$ cat config.mk
export PLATFORM = sky130hd
export DESIGN_NAME = datapath_xyz
export DESIGN_NICKNAME = d
export VERILOG_FILES = /design/src/rtl/datapath_xyz.sv
export SDC_FILE = /design/constraint.sdc
export NUM_CORES = 1
export LEC_CHECK = 0
export BUFFER_PORTS_ARGS = -buffer_cell sky130_fd_sc_hd__buf_2
export CELL_PAD_IN_SITES_DETAIL_PLACEMENT = 1
export CELL_PAD_IN_SITES_GLOBAL_PLACEMENT = 1
export CORE_MARGIN = 10
export CORE_UTILIZATION = 40
export CTS_CLUSTER_DIAMETER = 40
export DETAILED_ROUTE_END_ITERATION = 8
export PLACE_DENSITY_LB_ADDON = 0.1
export SYNTH_ARGS = -nofsm -noshare
export SYNTH_HDL_FRONTEND = slang
export SYNTH_SLANG_ARGS = --single-unit
$ cat constraint.sdc
create_clock -name clock -period 5.46 [get_ports clock]
set_input_delay 0.273 -clock clock [delete_from_list [all_inputs] [get_ports clock]]
set_output_delay 0.273 -clock clock [all_outputs]
set_load 0.02 [all_outputs]
$ cat src/rtl/datapath_xyz.sv
// X/Y/Z working registers plus ALU, driven each cycle by the control FSM op codes.
// Optional registered Z/N/C flags are compiled in with `DATAPATH_FLAGS_EN.

package datapath_xyz_pkg;
  typedef enum logic [3:0] {
    OP_CLEAR  = 4'd0,
    OP_LOAD   = 4'd1,
    OP_HOLD   = 4'd2,
    OP_SHIFTR = 4'd3
  } reg_op_e;

  typedef enum logic [3:0] {
    ALU_ADD   = 4'd0,
    ALU_SUB   = 4'd1,
    ALU_AND   = 4'd2,
    ALU_OR    = 4'd3,
    ALU_XOR   = 4'd4,
    ALU_NOT   = 4'd5,
    ALU_PASSX = 4'd6,
    ALU_PASSY = 4'd7
  } alu_op_e;

  typedef struct packed {
    logic z;
    logic n;
    logic c;
  } flags_t;
endpackage

// One working register; every op code outside 0..3 holds.
module datapath_xyz_reg
  import datapath_xyz_pkg::*;
#(
  parameter int WIDTH = 8
) (
  input  logic             clock,
  input  logic             reset,
  input  logic [3:0]       op,
  input  logic [WIDTH-1:0] ld,
  output logic [WIDTH-1:0] q
);
  always_ff @(posedge clock) begin
    if (reset) q <= '0;
    else begin
      case (op)
        OP_CLEAR:  q <= '0;
        OP_LOAD:   q <= ld;
        OP_SHIFTR: q <= {1'b0, q[WIDTH-1:1]};
        default:   q <= q;
      endcase
    end
  end
endmodule

module datapath_xyz
  import datapath_xyz_pkg::*;
#(
  parameter int WIDTH = 8
) (
  input  logic             clock,
  input  logic             reset,
  input  logic [WIDTH-1:0] din,
  input  logic [3:0]       tx,
  input  logic [3:0]       ty,
  input  logic [3:0]       tz,
  input  logic [3:0]       tula,
  output logic [WIDTH-1:0] x,
  output logic [WIDTH-1:0] y,
  output logic [WIDTH-1:0] z,
  output logic [WIDTH-1:0] ula_out,
  output logic             flag_z,
  output logic             flag_n,
  output logic             flag_c
);
  localparam int NREG = 3;

  logic [NREG-1:0][3:0]       op;
  logic [NREG-1:0][WIDTH-1:0] src;
  logic [NREG-1:0][WIDTH-1:0] q;
  logic [WIDTH-1:0]           ula_res;
  flags_t                     flags;

  // Slot 0 = X, 1 = Y, 2 = Z; all load sources are pre-edge values.
  assign op  = {tz, ty, tx};
  assign src = {ula_res, q[0], din};

  for (genvar g = 0; g < NREG; g++) begin : g_reg
    datapath_xyz_reg #(.WIDTH(WIDTH)) u_reg (
      .clock (clock),
      .reset (reset),
      .op    (op[g]),
      .ld    (src[g]),
      .q     (q[g])
    );
  end

  assign x = q[0];
  assign y = q[1];
  assign z = q[2];

  always_comb begin
    ula_res = '0;
    case (tula)
      ALU_ADD:   ula_res = x + y;
      ALU_SUB:   ula_res = x - y;
      ALU_AND:   ula_res = x & y;
      ALU_OR:    ula_res = x | y;
      ALU_XOR:   ula_res = x ^ y;
      ALU_NOT:   ula_res = ~x;
      ALU_PASSX: ula_res = x;
      ALU_PASSY: ula_res = y;
      default:   ula_res = '0;
    endcase
  end

  assign ula_out = ula_res;

`ifdef DATAPATH_FLAGS_EN
  logic [WIDTH:0] sum_ext;
  logic           ula_c;

  always_comb begin
    sum_ext = {1'b0, x} + {1'b0, y};
    ula_c   = 1'b0;
    if (tula == ALU_ADD)      ula_c = sum_ext[WIDTH];
    else if (tula == ALU_SUB) ula_c = (x < y);
  end

  // Flags track only values actually loaded into Z.
  always_ff @(posedge clock) begin
    if (reset) flags <= '0;
    else if (tz == OP_LOAD) begin
      flags.z <= (ula_res == '0);
      flags.n <= ula_res[WIDTH-1];
      flags.c <= ula_c;
    end
  end
`else
  assign flags = '0;
`endif

  assign flag_z = flags.z;
  assign flag_n = flags.n;
  assign flag_c = flags.c;
endmodule

==> results.sh <==
export IMPL_syn_area_per_cell_um2=7.688
export IMPL_drt_wl_total_um=8413
export IMPL_relative_contribution_of_the_clock_network_to_total_power_pct=24.5
export IMPL_reg_largest_list="g.u_reg.q x24"
export IMPL_post_route_cells_drive_above_1_share_pct=19.46
export IMPL_cp_max_fo=21
export IMPL_cts_hold_buffers=0
export IMPL_synth_sequential_area_ratio_pct=19.17
export IMPL_setup_slack_ns=2.117
export IMPL_drcViolationCount=0
export IMPL_data_required_time_at_the_worst_endpoint_ns=5.19
export IMPL_most_used_cell_cp="buf_2"
export IMPL_first_drt_iteration_drcs=161
export IMPL_tritoncts_num_buffers=3
export IMPL_startpoint_type="primary input"
export IMPL_track_usage_pct=16.75
export IMPL_irDropWorstVdd_mv=0.08160
export IMPL_layout_min_cycle_time_ns=3.343
export IMPL_drv_cap=0
export IMPL_synth_edf_count=0
export IMPL_clk_transition_reported_paths_ns=0.09
export IMPL_worstSkewPairLatency_ns=0.27
export IMPL_fill_cells=789
export IMPL_grt_overflow_total=0
export IMPL_ff_latch_area_um2=480.5
export IMPL_grt_pass1_vias=2582
export IMPL_regMostFlops="g.u_reg.q"
export IMPL_timing_critical_path_from="tula[0]"
export IMPL_rows=28
export IMPL_io_pins=61
export IMPL_start_util_pct=41.83
export IMPL_origin_of_the_worst_min_delay_path="tz[0]"
export IMPL_buffer_ports_inserted=57
export IMPL_critPathMaxStageDelay_ns=0.59
export IMPL_cts_num_sinks=24
export IMPL_die_h_um=99.16
export IMPL_crit_chain="buf_2, nor4b_2, mux2_2, fa_1, nand2b_1, a21oi_1, xnor2_1, o221ai_1, buf_2"
export IMPL_max_clock_freq_ghz=0.2991
export IMPL_worstReg2RegStart="g_reg[1].u_reg.q[1]"
export IMPL_cp_slowest_cell="nor4b_2"
export IMPL_diode_count=0
export IMPL_drt_vias_per_instance=5.780
export IMPL_cts_resized_gates=0
export IMPL_timing_reg2reg_worst_path_depth=9
export IMPL_fin_worst_skew_ns=0.001215
export IMPL_hold_path_cell_count=2
export IMPL_power_switching_uw=201.9
export IMPL_final_hold_violation_count=0
export IMPL_cts_tree="done"
export IMPL_run_status="finished, final reports clean"
export IMPL_multi_input_comb_area_mm2=0.001798
export IMPL_intPower_uw=324.4
export IMPL_placeableCoreArea_mm2=0.005991
export IMPL_seqPwrFrac_pct=37.5
export IMPL_worstHoldEndpoint="g_reg[2].u_reg.q[4]"
export IMPL_p_sw_share_pct=38.36
export IMPL_power_share_combinational_pct=38.0
export IMPL_grt_first_pass_wirelength_um=13720
export IMPL_grt_setup_unrepaired="false"
export IMPL_reg2reg_slack_ns=2.69
export IMPL_finalSetupViolations=0
export IMPL_place_hpwl_um=6715
export IMPL_power_density_mw_per_mm2=187.0
export IMPL_synthArstFlopShare_pct=0
export IMPL_largest_register_ff_count=24
export IMPL_relSlewSlack_pct=52.58
export IMPL_netlist_cell_type_count=61
export IMPL_critPathTopFamily="simple AND/OR/NAND/NOR gates"
export IMPL_cts_buffer_depth=2
export IMPL_dieArea_mm2=0.009832
export IMPL_timing_rr_end="g_reg[2].u_reg.q[4]"
export IMPL_cts_root_buf="clkbuf_8"
export IMPL_hold_class="in2reg"
export IMPL_syn_to_final_growth_pct=12.28
export IMPL_whs_ns=0.3387
export IMPL_die_w_um=99.16
export IMPL_number_of_buffers_and_inverters_on_the_critical_path=2
export IMPL_ys_flop_type="dfxtp_1"
export IMPL_routed_wire_length_per_instance_um=18.91
export IMPL_slew_limit_fails=0
export IMPL_endpoint_kind="output port"
export IMPL_detailroute_via_count=2572
export IMPL_min_period_over_period_pct=61.23
export IMPL_post_layout_total_power_uw=526.3
export IMPL_placement_setup_worst_slack_ns=2.094
export IMPL_finish_net_count=422
export IMPL_gp_congestion=0.8823
export IMPL_mappedNetlistArea_mm2=0.002506
export IMPL_critical_path_class="in2out"
export IMPL_netlist_instances=326
export IMPL_antenna_found_initial=0
export IMPL_yosys_warnings=0
export IMPL_commonest_non_fill_non_tap_cell_in_the_layout="buf_2"
export IMPL_cts_repair_timing_setup_buffer_count=0
export IMPL_cts_htree_levels=1
export IMPL_cp_arrival_ns=3.07
export IMPL_detailedRoute_firstPassIterationCount=4
export IMPL_timing_worst_slew_pin_value_ns=0.7039
export IMPL_tns_ns=0
export IMPL_drtAntennaViolNets=0
export IMPL_p_leak_uw=0.001276
export IMPL_mostFrequentLayoutCells="57 x buf_2, 34 x o21ai_0, 29 x nand2_1, 27 x inv_1, 26 x nor2_1"
export IMPL_postSynthRegisterBits=24
export IMPL_grt_max_degree=25
==> worst reg2reg max path, delay by kind of cell, from the launching register on <==
kind / cells / cell delay, ns
AO/OA/AOI/OAI: 3 / 0.71
XOR/XNOR: 1 / 0.16
adder cells (fa/ha/maj): 2 / 0.72
buffers and inverters: 1 / 0.15
flip-flops: 1 / 0.49
multiplexers: 1 / 0.29
AND/OR/NAND/NOR: 1 / 0.15
==> cells in the mapped netlist, types with 7 or more instances <==
master,n,area share [%]
xnor2_1,8,2.8
ha_1,24,12
a21o_1,8,2.4
a31oi_1,7,1.7
nor2b_1,8,2.0
dfxtp_1,24,19
o21ai_0,34,6.8
nand2b_1,8,2.0
inv_1,27,4.0
nor2_1,26,3.9
nand2_1,29,4.3
a21oi_1,23,4.6
clkbuf_1,7,1.0
==> worst max-delay path by stage <==
stage | endpoint | slack [ns] | cells past startpoint
6_report | ula_out[4] | 2.12 | 9
5_1_grt | ula_out[4] | 1.83 | 9
3_3_place_gp | ula_out[6] | 2.17 | 10
3_5_place_dp | ula_out[6] | 2.09 | 10
4_1_cts | ula_out[6] | 2.10 | 10
2_1_floorplan | g_reg[2].u_reg.q[4] | 2.58 | 9
==> metal layers <==
layer	vias up	share of wire [%]	global-route usage [%]
met1	1249	46	22.29
li1	1255	-	-
met4	0	1.7	4.300
met3	10	5.5	2.976
met5	-	0	0
met2	58	46	27.15
==> power groups by stage <==
| stage | sequential [uW] | clock, uW | combinational, uW |
|---|---|---|---|
| final | 197 | 129 | 200 |
| after CTS | 197 | 134 | 201 |
| after floorplan | 205 | 0 | 140 |
| after detailed placement | 202 | 0 | 200 |
| after global placement | 201 | 0 | 196 |
| after global routing | 199 | 140 | 224 |
==> cell type report <==
cell class	instances	share of cell area [%]
Clock buffer	4	1.956
Inverter	27	3.602
Multi-Input combinational cell	258	63.89
Sequential cell	24	17.07
Tap cell	75	3.335
Timing Repair Buffer	57	10.14
==> metrics by stage <==
step / instances / util [%] / area [um2]
final: 445 / 46.97 / 2814
after floorplan: 328 / - / 2514
after global routing: 445 / 46.97 / 2814
after detailed placement: 441 / 46.05 / 2759
after global placement: 441 / 46.05 / 2759
after CTS: 445 / 46.97 / 2814
==> kinds of logic after synthesis <==
group           count (synthesis)  synth area share (%)
compound gates                114                 30.25
xor+xnor                       11                 3.845
fa+ha+maj                      25                 12.78
buf+inv                        46                 9.386
flops                          24                 19.17
mux                             6                 3.994
other cells                     1                0.1496
simple gates                   99                 20.42
No activity file was read; power rests on OpenSTA's default activity.
